File: config.mk
export PLATFORM = sky130hd
export DESIGN_NAME = keypad_front_flat
export DESIGN_NICKNAME = d
export VERILOG_FILES = /design/src/rtl/lock_pkg.sv /design/src/rtl/keypad_front_if.sv /design/src/rtl/sync2.sv /design/src/rtl/keypad_front.sv /design/src/flat_wrapper.sv
export SDC_FILE = /design/constraint.sdc
export NUM_CORES = 1
export LEC_CHECK = 0
export ABC_AREA = 1
export BUFFER_PORTS_ARGS = -buffer_cell sky130_fd_sc_hd__buf_2
export CAP_MARGIN = 20
export CELL_PAD_IN_SITES_DETAIL_PLACEMENT = 0
export CELL_PAD_IN_SITES_GLOBAL_PLACEMENT = 1
export CORE_ASPECT_RATIO = 1.2
export CORE_UTILIZATION = 41
export DETAILED_ROUTE_END_ITERATION = 8
export GPL_ROUTABILITY_DRIVEN = 0
export HOLD_SLACK_MARGIN = 0.02
export PLACE_DENSITY = 0.8
export SKIP_LAST_GASP = 1
export SYNTH_ARGS = -nofsm -noshare
export SYNTH_HDL_FRONTEND = slang
export SYNTH_SLANG_ARGS = --single-unit
File: constraint.sdc
create_clock -name clk -period 1.87 [get_ports clk]
set_input_delay 0.374 -clock clk [delete_from_list [all_inputs] [get_ports clk]]
set_output_delay 0.374 -clock clk [all_outputs]
set_load 0.03 [all_outputs]
File: src/rtl/lock_pkg.sv
// Shared definitions for the lock keypad front end: key count, FSM encoding and
// small combinational helpers used on the debounced key pattern.
package lock_pkg;

  localparam int unsigned NUM_KEYS = 9;

  localparam logic [1:0] KP_IDLE     = 2'd0;
  localparam logic [1:0] KP_DEBOUNCE = 2'd1;
  localparam logic [1:0] KP_PRESSED  = 2'd2;
  localparam logic [1:0] KP_RELEASE  = 2'd3;

  typedef enum logic [1:0] {
    StIdle     = KP_IDLE,
    StDebounce = KP_DEBOUNCE,
    StPressed  = KP_PRESSED,
    StRelease  = KP_RELEASE
  } kp_state_e;

  // One-hot of the highest set bit; higher key index wins.
  function automatic logic [NUM_KEYS-1:0] top_onehot(input logic [NUM_KEYS-1:0] v);
    logic [NUM_KEYS-1:0] r;
    r = '0;
    for (int i = 0; i < NUM_KEYS; i++) begin
      if (v[i]) begin
        r    = '0;
        r[i] = 1'b1;
      end
    end
    return r;
  endfunction

  // True when more than one bit is set.
  function automatic logic has_multi(input logic [NUM_KEYS-1:0] v);
    return |(v & (v - NUM_KEYS'(1)));
  endfunction

endpackage

File: src/rtl/keypad_front_if.sv
// Keypad front-end bus: raw button levels in, debounced key event out.
interface keypad_front_if;

  logic [lock_pkg::NUM_KEYS-1:0] raw_keys;
  logic [lock_pkg::NUM_KEYS-1:0] key_vec;
  logic                          key_strobe;
  logic                          key_busy;
  logic                          multi_key;

  // Board/consumer side: drives buttons, observes key events.
  modport master (
    output raw_keys,
    input  key_vec,
    input  key_strobe,
    input  key_busy,
    input  multi_key
  );

  // Debouncer side.
  modport slave (
    input  raw_keys,
    output key_vec,
    output key_strobe,
    output key_busy,
    output multi_key
  );

endinterface

File: src/rtl/sync2.sv
// Two-flop synchroniser for asynchronous level inputs.
module sync2 #(
  parameter int unsigned WIDTH = 1
) (
  input  logic             clk,
  input  logic             rst_n,
  input  logic [WIDTH-1:0] i_d,
  output logic [WIDTH-1:0] o_q
);

  logic [WIDTH-1:0] r_meta;
  logic [WIDTH-1:0] r_sync;

  // Two-stage capture to resolve metastability on the raw pins.
  always_ff @(posedge clk or negedge rst_n) begin
    if (!rst_n) begin
      r_meta <= '0;
      r_sync <= '0;
    end else begin
      r_meta <= i_d;
      r_sync <= r_meta;
    end
  end

  assign o_q = r_sync;

endmodule

File: src/rtl/keypad_front.sv
// Debounced keypad front end: synchronises the raw buttons, waits for a stable
// pattern, then emits one strobe and a held one-hot of the highest pressed key.
module keypad_front
  import lock_pkg::*;
#(
  parameter int unsigned DEBOUNCE_CYCLES = 50000,
  parameter int unsigned CNT_W           = 16
) (
  input  logic          clk,
  input  logic          rst_n,
  keypad_front_if.slave kp
);

  localparam logic [CNT_W-1:0] CntLast = CNT_W'(DEBOUNCE_CYCLES - 1);

  if (DEBOUNCE_CYCLES < 2 || 64'(DEBOUNCE_CYCLES - 1) >= (64'd1 << CNT_W)) begin : g_param_err
    $error("keypad_front: DEBOUNCE_CYCLES must be >= 2 and DEBOUNCE_CYCLES-1 must fit in CNT_W");
  end

  logic [NUM_KEYS-1:0] w_sk;
  kp_state_e           r_state, w_state_d;
  logic [NUM_KEYS-1:0] r_snap, w_snap_d;
  logic [CNT_W-1:0]    r_cnt, w_cnt_d, w_cnt_inc;
  logic [NUM_KEYS-1:0] r_key_vec, w_key_vec_d;
  logic                r_key_strobe, w_key_strobe_d;
  logic                r_multi_key, w_multi_key_d;

  sync2 #(
    .WIDTH (NUM_KEYS)
  ) u_sync2 (
    .clk   (clk),
    .rst_n (rst_n),
    .i_d   (kp.raw_keys),
    .o_q   (w_sk)
  );

  // Saturating increment; the count never wraps.
  assign w_cnt_inc = (r_cnt == CntLast) ? r_cnt : r_cnt + CNT_W'(1);

  // Next-state logic and registered-output precomputation.
  always_comb begin
    w_state_d = r_state;
    w_snap_d  = r_snap;
    w_cnt_d   = r_cnt;
    unique case (r_state)
      StIdle: begin
        if (w_sk != '0) begin
          w_snap_d  = w_sk;
          w_cnt_d   = '0;
          w_state_d = StDebounce;
        end
      end
      StDebounce: begin
        if (w_sk == '0) begin
          w_state_d = StIdle;
        end else if (w_sk != r_snap) begin
          w_snap_d = w_sk;
          w_cnt_d  = '0;
        end else begin
          w_cnt_d = w_cnt_inc;
          if (r_cnt == CntLast) w_state_d = StPressed;
        end
      end
      StPressed: begin
        // Any change to the held pattern only leads to release, never a new event.
        if (w_sk != r_snap) begin
          w_cnt_d   = '0;
          w_state_d = StRelease;
        end
      end
      StRelease: begin
        if (w_sk != '0) begin
          w_cnt_d = '0;
        end else begin
          w_cnt_d = w_cnt_inc;
          if (r_cnt == CntLast) w_state_d = StIdle;
        end
      end
      default: w_state_d = StIdle;
    endcase

    w_key_strobe_d = (w_state_d == StPressed) && (r_state != StPressed);
    w_key_vec_d    = (w_state_d == StPressed) ? top_onehot(w_snap_d) : '0;
    w_multi_key_d  = (w_state_d == StPressed) && has_multi(w_snap_d);
  end

  // State, debounce bookkeeping and registered outputs.
  always_ff @(posedge clk or negedge rst_n) begin
    if (!rst_n) begin
      r_state      <= StIdle;
      r_snap       <= '0;
      r_cnt        <= '0;
      r_key_vec    <= '0;
      r_key_strobe <= 1'b0;
      r_multi_key  <= 1'b0;
    end else begin
      r_state      <= w_state_d;
      r_snap       <= w_snap_d;
      r_cnt        <= w_cnt_d;
      r_key_vec    <= w_key_vec_d;
      r_key_strobe <= w_key_strobe_d;
      r_multi_key  <= w_multi_key_d;
    end
  end

  assign kp.key_vec    = r_key_vec;
  assign kp.key_strobe = r_key_strobe;
  assign kp.multi_key  = r_multi_key;
  assign kp.key_busy   = (r_state != StIdle);

endmodule

File: src/flat_wrapper.sv
// flat-port wrapper written by rule: the top's interface ports become plain ports
module keypad_front_flat import lock_pkg::*;
#(
  parameter int unsigned DEBOUNCE_CYCLES = 50000,
  parameter int unsigned CNT_W           = 16
)
  (clk, rst_n, kp_raw_keys, kp_key_vec, kp_key_strobe, kp_key_busy, kp_multi_key);
  keypad_front_if kp_i ();
  input  logic clk;
  input  logic rst_n;
  input wire logic [$bits(kp_i.raw_keys)-1:0] kp_raw_keys;
  output wire logic [$bits(kp_i.key_vec)-1:0] kp_key_vec;
  output wire logic [$bits(kp_i.key_strobe)-1:0] kp_key_strobe;
  output wire logic [$bits(kp_i.key_busy)-1:0] kp_key_busy;
  output wire logic [$bits(kp_i.multi_key)-1:0] kp_multi_key;
  assign kp_i.raw_keys = kp_raw_keys;
  assign kp_key_vec = kp_i.key_vec;
  assign kp_key_strobe = kp_i.key_strobe;
  assign kp_key_busy = kp_i.key_busy;
  assign kp_multi_key = kp_i.multi_key;
  keypad_front #(.DEBOUNCE_CYCLES(DEBOUNCE_CYCLES), .CNT_W(CNT_W)) u_core (.clk(clk), .rst_n(rst_n), .kp(kp_i));
endmodule
==> summary.txt, run 1 <==
Final layout
  – Non-Filler Instances: 517
  – Share of layout cells above drive strength 1: 44.65%
  – Nets: between 400 and 500
  – Area delta synth->final: 39.11%
  – N_diodes: 0

Timing
  – Worst-margin pin slew: approximately 0.39 ns
  – Final worst setup slack: -0.1098 ns
  – Slew Viols, Final: 0
  – Final setup violation count: 15
  – Tcrit/Tclk final: 105.9%
  – Fmax: 505.1 MHz
  – RSZ-0062 raised after global routing: yes
  – Max-slew headroom: 73.69%
  – Final Hold Vio Count: 0
  – Max Clock Skew: 0.007465 ns
  – Min Tclk post-route: 1.980 ns

Synthesis
  – Register bit count reported by yosys: 56
  – Fraction of registers with async set/reset: 100.0%
  – Area contributors post-synth: dfrtp_1 49%, nand2_1 7.7%, inv_1 5.7%, nor2_1 4.8%, nand3_1 3.7%
  – Top post-synthesis cells by count: 59 x nand2_1, 56 x dfrtp_1, 44 x inv_1
  – Syn Std Cell Area: 2879 um^2
  – Top cell type's share of synthesized area: 48.67%
  – Syn_nets: around 340
  – Yosys warns: 0
  – Yosys cell types: 43
  – Syn avg cell area: 8.698 um^2
  – Most common cell in the netlist: nand2_1
  – Post-synthesis instance total: 331
  – Sequential share of the synthesized area: 48.67%
  – Top FF cell, synth: dfrtp_1
  – Yosys top cell by area: dfrtp_1
  – Number of synthesized flops with an enable pin: 0

Setup path
  – Worst endpoint data arrival time: 2.22 ns
  – Setup CP Type: register to register
  – Type of origin of the critical path: register
  – Critical Path RT: 2.11 ns
  – Crit Path Max Fanout: 12
  – Critical Path End Type: register

Pwr
  – PD cells: roughly 600 nW/um^2
  – Max IR drop VDD: roughly 0.37 mV
  – Final Total Pwr: roughly 2400 uW
  – Leakage power: roughly 0.002 uW

Route
  – Total iterations of the first detailed-routing run: 5
  – Initial DRC count: 95
  – Vias after detailed routing: 2481
  – WL/cell: roughly 13 um
  – Vias per Instance: 4.799
  – Antenna-violating nets left: 0
  – Detailed Route WL: 6.891 mm
  – DRC: 0

Clock network
  – CTS tree: done
  – Worst-skew pair later-pin latency: between 0.3 and 0.4 ns
  – Worst-path clk slew: 0.10 ns
  – Sink Count: 56
  – Root buf cell: clkbuf_8
  – Total CTS buffers: 5
  – Cts-stage hold buffer count: 0
  – CTS Buffer Depth: 2
  – H-tree Lvls: 2

Run status
  – Run status: finished, violations left
  – Failing checks: negative setup slack

GRT
  – Largest net degree at the start of global routing: 57
  – Initial antenna violation count: 0
  – Vias in the first global route: 2474
  – First-pass GRT wire length: 11.02 mm
  – GRT Util Overall: 19.51%
  – Overflow after GRT: 0

Floorplanning
  – Initial core utilization: 42.26%
  – I/O pin count: 23
  – DIE HEIGHT: 93.80 um
  – Die width: 78.50 um
  – Core Region: slightly below 7000 um^2
  – Cell Rows: 33
  – Die Area: 7362 um^2

Placed design
  – DPL Wire Length: roughly 4.8 mm
  – Dpl cells: just under 500
  – # port buffers: 22

Worst hold path
  – Worst hold path class: primary input to async pin

Job
  – Max Cap Viol: 0
[layout make-up]
| cell class | count | area, um^2 |
|---|---|---|
| inverters | 53 | 201.4 |
| repair buffers | 95 | 709.4 |
| flip-flops and latches | 56 | 1403 |
| clock buffers | 5 | 68.82 |
| fillers | 597 | 2808 |
| clock inverters | 3 | 46.29 |
| multi-input cells | 218 | 1468 |
| well taps | 87 | 108.9 |
[path summary, 6_finish.rpt]
kind                                          start                  endpoint  slack [ns]  cells past startpoint
hold / removal                                rst_n           u_core.r_cnt[3]        0.03                      2
setup / recovery              u_core.u_sync2.o_q[7]      u_core.kp.key_vec[2]       -0.11                     11
max in group asynchronous                     rst_n         u_core.r_state[1]        1.57                      2
setup reg to reg              u_core.u_sync2.o_q[7]      u_core.kp.key_vec[2]       -0.11                     11
hold reg to reg            u_core.u_sync2.r_meta[5]     u_core.u_sync2.o_q[5]        0.36                      0
min in group clk                     kp_raw_keys[8]  u_core.u_sync2.r_meta[8]        0.16                      1
[cells in the final DEF, fill, tap and decap left out, drive strengths merged, types with 7 or more instances in the layout]
master	n
buf	95
nand2	71
dfrtp	56
inv	54
nor2	48
nand3	22
nor3	13
a21oi	11
o21ai	11
o211ai	7
xor2	7
[state kept, by name (all words and copies together) (netlist names)]
register / flops
u_core.r_cnt: 16
u_core.r_snap: 9
u_core.u_sync2.o_q: 9
u_core.u_sync2.r_meta: 9
u_core.kp.multi_key: 1
u_core.kp.key_strobe: 1
u_core.kp.key_vec: 9
u_core.r_state: 2
[power breakdown]
part	leakage (uW)	total, uW	internal (uW)	switching, uW
logic	0.00121	337	148	189
registers	0.000714	1280	1250	33.8
clock network	0.0000548	812	404	408
total	0.00198	2430	1800	631
[worst max-delay path, cell delays in order, from the launching register on]
cell and delay [ns]:
dfrtp_1 0.41, nor2_1 0.12, nand2_2 0.11, nor2_8 0.18
buf_12 0.12, nand2_8 0.08, buf_4 0.17, o21bai_4 0.15
nand3_2 0.12, nor2_4 0.17, nand3_1 0.13, nor3_2 0.14
[cell families (layout without fill, tap and decap cells)]
group                      Yosys count  in the layout  synth area share, %
AOI/OAI and AO/OA                   41             41                10.43
buffers and inverters               57            156                7.736
adders and majority gates            1              1               0.4345
DFF                                 56             56                48.67
xor gates and xnor gates            10             10                3.042
and+or+nand+nor                    166            166                29.68
[per-layer routing]
layer | track usage (%) | wire (um) | vias to the layer above
met5 | 0 | 0 | -
met4 | 7.870 | 141 | 0
met3 | 2.913 | 118 | 13
met2 | 36.55 | 3867 | 31
met1 | 21.91 | 2764 | 1177
li1 | - | - | 1260
[metrics by stage]
stage | util (%) | setup slack (ns) | hold slack, ns | cell area [um^2] | TNS, ns
finish | 58.79 | -0.1098 | 0.02765 | 4005 | -1.039
global route | 58.79 | -0.2875 | 0.06059 | 4005 | -4.760
CTS | 54.18 | -0.06524 | 0.04669 | 3691 | -0.3444
detailed placement | 50.60 | -0.09863 | 0.3347 | 3447 | -0.6954
global placement | 50.60 | -0.09346 | 0.3328 | 3447 | -0.5859
floorplan | - | 0.05507 | 0.07841 | 2879 | 0
[what timing repair did]
action	CTS	global route
buffers inserted	7	18
setup endpoints to repair	25	28
pin swaps	14	21
gates resized for setup	19	44
(Power assumes the default switching activity.)
==> inputs of run 2 (changes only) <==
--- a/config.mk
+++ b/config.mk
@@ -14,6 +14,7 @@
 export CORE_UTILIZATION = 41
 export DETAILED_ROUTE_END_ITERATION = 8
 export GPL_ROUTABILITY_DRIVEN = 0
+export GPL_TIMING_DRIVEN = 0
 export HOLD_SLACK_MARGIN = 0.02
 export PLACE_DENSITY = 0.8
 export SKIP_LAST_GASP = 1
==> run 2 against run 1 <==
  * The run still ends with negative setup slack left
  * Critical path depth increased by 1
  * Total power decreased by 4.8%
  * Critical endpoint is now u_core.kp.key_vec[5]
  * Clock power decreased by 13%
  * Non-clock buffer count decreased by 26
  * Die area unchanged
  * Largest cell class unchanged
  * Clock skew decreased by 0.0015 ns
  * Largest power group unchanged
  * Cell count decreased by 5.0%
==> summary.txt, run 2 (same netlist as run 1, synthesis figures left out) <==
Clock network
  – Cts-stage hold buffer count: 0 (unchanged)
  – Root buf cell: clkbuf_8
  – CTS Buffer Depth: 2 (unchanged)
  – Worst-skew pair later-pin latency: 0.31 ns (about the same)
  – H-tree Lvls: 2 (unchanged)
  – Total CTS buffers: 5 (unchanged)
  – Sink Count: 56 (unchanged)
  – Worst-path clk slew: 0.11 ns (about the same)
  – CTS tree: done

Final layout
  – Non-Filler Instances: 491 (-5.0%)
  – Most frequent cells in the layout: 56 x dfrtp_1, 48 x nand2_1, 41 x inv_1
  – Largest Register: u_core.r_cnt
  – N_diodes: 0 (unchanged)
  – Area delta synth->final: 32.46%
  – Most common cell after layout, fill and taps aside: dfrtp_1
  – Nets: 415 (-5.9%)
  – Design Area, Final: 3814 um^2 (-4.8%)
  – Max FFs per register: 16 (unchanged)
  – Share of layout cells above drive strength 1: 40.84% (-3.8 points)

Timing
  – Final worst setup slack: -0.1901 ns (-0.08025 ns)
  – Slew Viols, Final: 0 (unchanged)
  – Final Hold Vio Count: 0 (unchanged)
  – Fmax: 485.4 MHz (-3.9%)
  – Max-slew headroom: 54.94% (-19 points)
  – Worst-margin pin slew: 0.6759 ns (+0.2845 ns)
  – Tcrit/Tclk final: 110.2% (+4.3 points)
  – RSZ-0062 raised after global routing: yes
  – Max Clock Skew: 0.005933 ns (-0.001531 ns)
  – Min Tclk post-route: 2.060 ns (+0.08025 ns)
  – Final setup violation count: 15 (unchanged)

Placed design
  – Placement Cell Area: 3118 um^2 (-9.5%)
  – Pre-CTS setup slack: -0.2046 ns (-0.1060 ns)
  – # port buffers: 22 (unchanged)
  – Dpl cells: 441 (-8.9%)
  – DPL Wire Length: 4.578 mm (-5.5%)

Pwr
  – Seq pwr share: 55.3% (+2.6 points)
  – Int Power: 1661 uW (-7.8%)
  – Switching Share: 28.28% (+2.3 points)
  – NetSw: 655.0 uW (+3.8%)
  – Comb pwr share: 14.2% (+0.3 points)
  – Leakage power: 0.001869 uW (-5.7%)
  – Max IR drop VDD: 0.3791 mV (+2.8%)
  – Part of the power in the clock network: 30.5% (-2.9 points)
  – PD cells: 607.3 nW/um^2 (about the same)

Setup path
  – Critical Path RT: 2.12 ns (about the same)
  – R2r startpoint: u_core.u_sync2.o_q[3]
  – R2R cell count: 12 (+1)
  – Setup CP Type: register to register
  – Worst setup path endpoint: u_core.kp.key_vec[5]
  – Type of origin of the critical path: register
  – R2R Setup Slk: -0.19 ns (-0.08 ns)
  – Critical Path End Type: register
  – Worst Setup SP: u_core.u_sync2.o_q[3]
  – RR Endpoint: u_core.kp.key_vec[5]
  – Worst endpoint data arrival time: 2.31 ns (+0.09 ns)
  – Crit Path Max Fanout: 6 (-6)

GRT
  – Overflow after GRT: 0 (unchanged)
  – First-pass GRT wire length: 10.41 mm (-5.5%)
  – Initial antenna violation count: 0 (unchanged)
  – GRT Util Overall: 18.48% (-1.0 points)
  – Largest net degree at the start of global routing: 34 (-40%)
  – Vias in the first global route: 2240 (-9.5%)

Route
  – Detailed Route WL: 6.732 mm (-2.3%)
  – WL/cell: 13.71 um (+2.9%)
  – Total iterations of the first detailed-routing run: 4 (-1)
  – Vias after detailed routing: 2395 (-3.5%)
  – Vias per Instance: 4.878 (+1.6%)
  – Antenna-violating nets left: 0 (unchanged)
  – Initial DRC count: 74 (-22%)
  – DRC: 0 (unchanged)

Floorplanning
  – Die width: 78.50 um (unchanged)
  – I/O pin count: 23 (unchanged)
  – Initial core utilization: 42.26% (unchanged)
  – DIE HEIGHT: 93.80 um (unchanged)
  – Core Region: 6813 um^2 (unchanged)
  – Cell Rows: 33 (unchanged)
  – Die Area: 7362 um^2 (unchanged)

Run status
  – Failing checks: negative setup slack
  – Run status: finished, violations left

Job
  – Max Cap Viol: 0 (unchanged)

Worst hold path
  – Worst hold path class: primary input to async pin
run 2: repair_timing:
item                       4_1_cts  5_1_grt
pin swaps                        7       30
setup endpoints to repair       27       29
cloned                           0        1
buffers inserted                10       31
resized for setup               11       64
run 2: stage by stage:
stage               TNS [ns]  hold slack, ns  power, uW  utilization [%]
floorplan                  0         0.07841       1455                -
global placement      -2.542          0.3330       1528            45.47
detailed placement    -2.614          0.3355       1539            45.77
CTS                   -1.714         0.06593       2267            48.87
global route          -4.605         0.08331       2421            55.98
finish                -1.619         0.04559       2316            55.98
run 2: layer usage:
layer,track usage (%),part of all wire [%],up-vias
li1,-,-,1198
met1,20.97,42,1155
met2,34.65,55,34
met3,2.816,1.8,8
met5,0,0,-
met4,6.790,1.3,0
run 2: cell type report:
type	count	area (um^2)
timing repair buffer	65	493.0
sequential	56	1401
clock inverter	3	26.28
clock buffer	5	68.82
tap	87	108.9
inverter	53	203.9
fill	625	2999
multi-input combinational	218	1468
buffer	4	43.79
run 2: worst min path at each step:
stage / startpoint / to / slack, ns / cells after the start
after floorplan: rst_n / u_core.kp.key_strobe / 0.08 / 0
after global placement: u_core.u_sync2.r_meta[1] / u_core.u_sync2.o_q[1] / 0.33 / 0
after detailed placement: u_core.u_sync2.r_meta[0] / u_core.u_sync2.o_q[0] / 0.34 / 0
after CTS: rst_n / u_core.r_cnt[2] / 0.07 / 1
after global routing: rst_n / u_core.r_cnt[2] / 0.08 / 1
final: rst_n / u_core.r_cnt[2] / 0.05 / 1
run 2: power groups by stage:
stage,registers [uW],logic (uW),clock network (uW)
3_3_place_gp,1310,223,0
2_1_floorplan,1300,158,0
5_1_grt,1290,362,772
4_1_cts,1280,259,725
3_5_place_dp,1310,232,0
6_report,1280,328,706
run 2: critical path, cell delays in order (launching register included):
cell and delay (ns):
dfrtp_1 0.42, nor2_1 0.13, nand2_2 0.11, nor2_8 0.16, nand2_4 0.08, buf_12 0.15
buf_8 0.13, nand2_4 0.07, o21bai_4 0.13, nand3_4 0.11, nor2_4 0.16, nand4_4 0.16
a21oi_2 0.16
==> inputs of run 3 (changes only) <==
--- a/config.mk
+++ b/config.mk
@@ -10,7 +10,8 @@
 export CAP_MARGIN = 20
 export CELL_PAD_IN_SITES_DETAIL_PLACEMENT = 0
 export CELL_PAD_IN_SITES_GLOBAL_PLACEMENT = 1
-export CORE_ASPECT_RATIO = 1.2
+export CORE_ASPECT_RATIO = 0.7
+export CORE_MARGIN = 4
 export CORE_UTILIZATION = 41
 export DETAILED_ROUTE_END_ITERATION = 8
 export GPL_ROUTABILITY_DRIVEN = 0
==> run 3 against run 2 <==
  * The run still ends with negative setup slack left
  * First-iteration DRC count is 24% higher
  * Register-to-register slack about the same
  * Non-clock buffer count fell by 22
  * Critical path depth down 3
  * Worst hold slack about the same
  * Largest power group unchanged
  * Core utilization down 0.81 points
  * Highest routed layer unchanged
  * Final area fell by 1.8%
==> summary.txt, run 3 (same netlist as run 1, synthesis figures left out) <==
Floorplanning
  – Core Region: 6788 um^2 (-0.37%)
  – DIE HEIGHT: 78.11 um (-17%)
  – Cell Rows: 25 (-24%)
  – Die Area: 8448 um^2 (+15%)
  – Die width: 108.2 um (+38%)
  – Initial core utilization: 42.41% (+0.16 points)
  – I/O pin count: 23 (unchanged)

Setup path
  – Crit-path cells: xnor2_1, nand3_1, nor3_4, nand2_2, buf_4, o22ai_4, nand2_2, o22ai_2, o21a_1
  – R2r startpoint: u_core.r_snap[7]
  – Type of origin of the critical path: register
  – Worst endpoint data arrival time: 2.34 ns (+0.03 ns)
  – R2R cell count: 9 (-3)
  – CP most frequent cell: nand2_2
  – Worst setup path endpoint: u_core.r_cnt[13]
  – Critical Path End Type: register
  – Slowest-stage cell, CP: dfrtp_1
  – RR Endpoint: u_core.r_cnt[13]
  – CP max stage delay: 0.46 ns (+0.04 ns)
  – CP delay by family, top: simple AND/OR/NAND/NOR gates
  – Critical Path RT: 2.14 ns (+0.02 ns)
  – Crit Path Max Fanout: 7 (+1)
  – Setup CP Type: register to register
  – Worst Setup SP: u_core.r_snap[7]
  – R2R Setup Slk: -0.20 ns (about the same)
  – Critical path depth: 9 (-3)
  – Buf/Inv on CP: 1 (-1)

Worst hold path
  – Worst hold path class: primary input to async pin

GRT
  – Initial antenna violation count: 0 (unchanged)
  – First-pass GRT wire length: 11.03 mm (+5.9%)
  – GRT Util Overall: 16.80% (-1.7 points)
  – Vias in the first global route: 2187 (-2.4%)
  – Largest net degree at the start of global routing: 32 (-5.9%)
  – Overflow after GRT: 0 (unchanged)

Route
  – WL/cell: 14.64 um (+6.8%)
  – DRC: 0 (unchanged)
  – Initial DRC count: 92 (+24%)
  – Vias per Instance: 4.977 (+2.0%)
  – Detailed Route WL: 6.982 mm (+3.7%)
  – Vias after detailed routing: 2374 (-0.88%)
  – Total iterations of the first detailed-routing run: 4 (unchanged)
  – Antenna-violating nets left: 0 (unchanged)

Timing
  – Final worst setup slack: -0.2037 ns (-0.01360 ns)
  – Worst-margin pin slew: 0.6646 ns (-0.01138 ns)
  – Tcrit/Tclk final: 110.9% (+0.73 points)
  – Max Clock Skew: 0.007757 ns (+0.001824 ns)
  – RSZ-0062 raised after global routing: yes
  – Min Tclk post-route: 2.074 ns (+0.01361 ns)
  – Max-slew headroom: 55.70% (+0.76 points)
  – Fmax: 482.2 MHz (-0.66%)
  – Slew Viols, Final: 0 (unchanged)
  – Final setup violation count: 26 (+11)
  – Final Hold Vio Count: 0 (unchanged)
  – WHS: 0.04600 ns (+0.0004122 ns)

Pwr
  – Seq pwr share: 55.7% (+0.4 points)
  – PD cells: 616.6 nW/um^2 (+1.5%)
  – Comb pwr share: 14.4% (+0.2 points)
  – NetSw: 665.9 uW (+1.7%)
  – Max IR drop VDD: 0.3235 mV (-15%)
  – Switching Share: 28.84% (+0.56 points)
  – Int Power: 1643 uW (-1.1%)
  – Part of the power in the clock network: 29.9% (-0.6 points)
  – Leakage power: 0.001774 uW (-5.1%)

Final layout
  – Max FFs per register: 16 (unchanged)
  – Most common cell after layout, fill and taps aside: dfrtp_1
  – Register area: 1404 um^2 (+0.18%)
  – FILL cells: 625 (unchanged)
  – Largest Register: u_core.r_cnt
  – Design Area, Final: 3745 um^2 (-1.8%)
  – N_diodes: 0 (unchanged)
  – Area delta synth->final: 30.07%
  – Share of layout cells above drive strength 1: 39.16% (-1.7 points)
  – Nets: 394 (-5.1%)
  – Most frequent cells in the layout: 54 x dfrtp_1, 46 x nand2_1, 40 x inv_1
  – Multi-input gate area: 1574 um^2 (+7.2%)

Placed design
  – # port buffers: 22 (unchanged)
  – Placement Cell Area: 3127 um^2 (+0.28%)
  – Pre-CTS setup slack: -0.2610 ns (-0.05643 ns)
  – DPL Wire Length: 4.710 mm (+2.9%)

Clock network
  – CTS Buffer Depth: 2 (unchanged)
  – Total CTS buffers: 5 (unchanged)
  – Cts-stage hold buffer count: 0 (unchanged)
  – CTS tree: done
  – Worst-skew pair later-pin latency: 0.32 ns (about the same)
  – Sink Count: 56 (unchanged)
  – Worst-path clk slew: 0.11 ns (about the same)
  – Root buf cell: clkbuf_8
  – H-tree Lvls: 2 (unchanged)

Run status
  – Run status: finished, violations left
  – Failing checks: negative setup slack

Job
  – Max Cap Viol: 0 (unchanged)
==> run 3: changes by cell type in the layout (fill, tap and decap cells not counted), moves of 3 or more <==
cell     change
nand2_4      +5
buf_6        -3
buf_4       -19
nor2_4       +4
nand2_2      -4
==> run 3: layout make-up <==
type | instances | area share [%]
Clock inverter | 3 | 0.6014
Buffer | 4 | 0.9021
Inverter | 53 | 5.413
Sequential cell | 56 | 37.49
Multi-Input combinational cell | 219 | 42.03
Tap cell | 94 | 3.141
Timing Repair Buffer | 43 | 8.587
Clock buffer | 5 | 1.838
==> run 3: worst min-delay path by stage <==
stage | from | to | slack, ns | cells past startpoint
floorplan | rst_n | u_core.kp.key_strobe | 0.08 | 0
global placement | u_core.u_sync2.r_meta[3] | u_core.u_sync2.o_q[3] | 0.33 | 0
detailed placement | u_core.u_sync2.r_meta[0] | u_core.u_sync2.o_q[0] | 0.33 | 0
CTS | rst_n | u_core.r_cnt[10] | 0.06 | 1
global route | rst_n | u_core.r_cnt[2] | 0.09 | 1
finish | rst_n | u_core.r_cnt[4] | 0.05 | 1
==> run 3: what timing repair did <==
| item | 4_1_cts | 5_1_grt |
|---|---|---|
| pin swaps | 3 | 36 |
| setup endpoints to repair | 26 | 28 |
| setup buffers | 7 | 12 |
| cloned | 0 | 2 |
| resized for setup | 23 | 59 |
==> run 3: metrics by stage <==
step	setup TNS [ns]	std cells	utilization (%)	total power, uW
2_1_floorplan	0	331	-	1455
3_3_place_gp	-2.638	447	45.77	1533
3_5_place_dp	-2.951	448	46.06	1541
4_1_cts	-1.241	463	49.53	2252
5_1_grt	-7.294	477	55.17	2437
6_report	-3.643	477	55.17	2309
==> run 3: power groups by stage <==
stage / registers [uW] / logic, uW / clock network [uW]
5_1_grt: 1290 / 366 / 780
3_5_place_dp: 1300 / 237 / 0
4_1_cts: 1280 / 247 / 723
6_report: 1290 / 333 / 689
3_3_place_gp: 1300 / 230 / 0
2_1_floorplan: 1300 / 158 / 0
==> run 3: routing by layer <==
layer | vias to the layer above | global-route usage (%) | wire [um]
met5 | - | 0 | 0
met4 | 0 | 4.161 | 94
met3 | 12 | 3.698 | 304
met2 | 59 | 21.28 | 2904
met1 | 1136 | 27.92 | 3678
li1 | 1167 | - | -
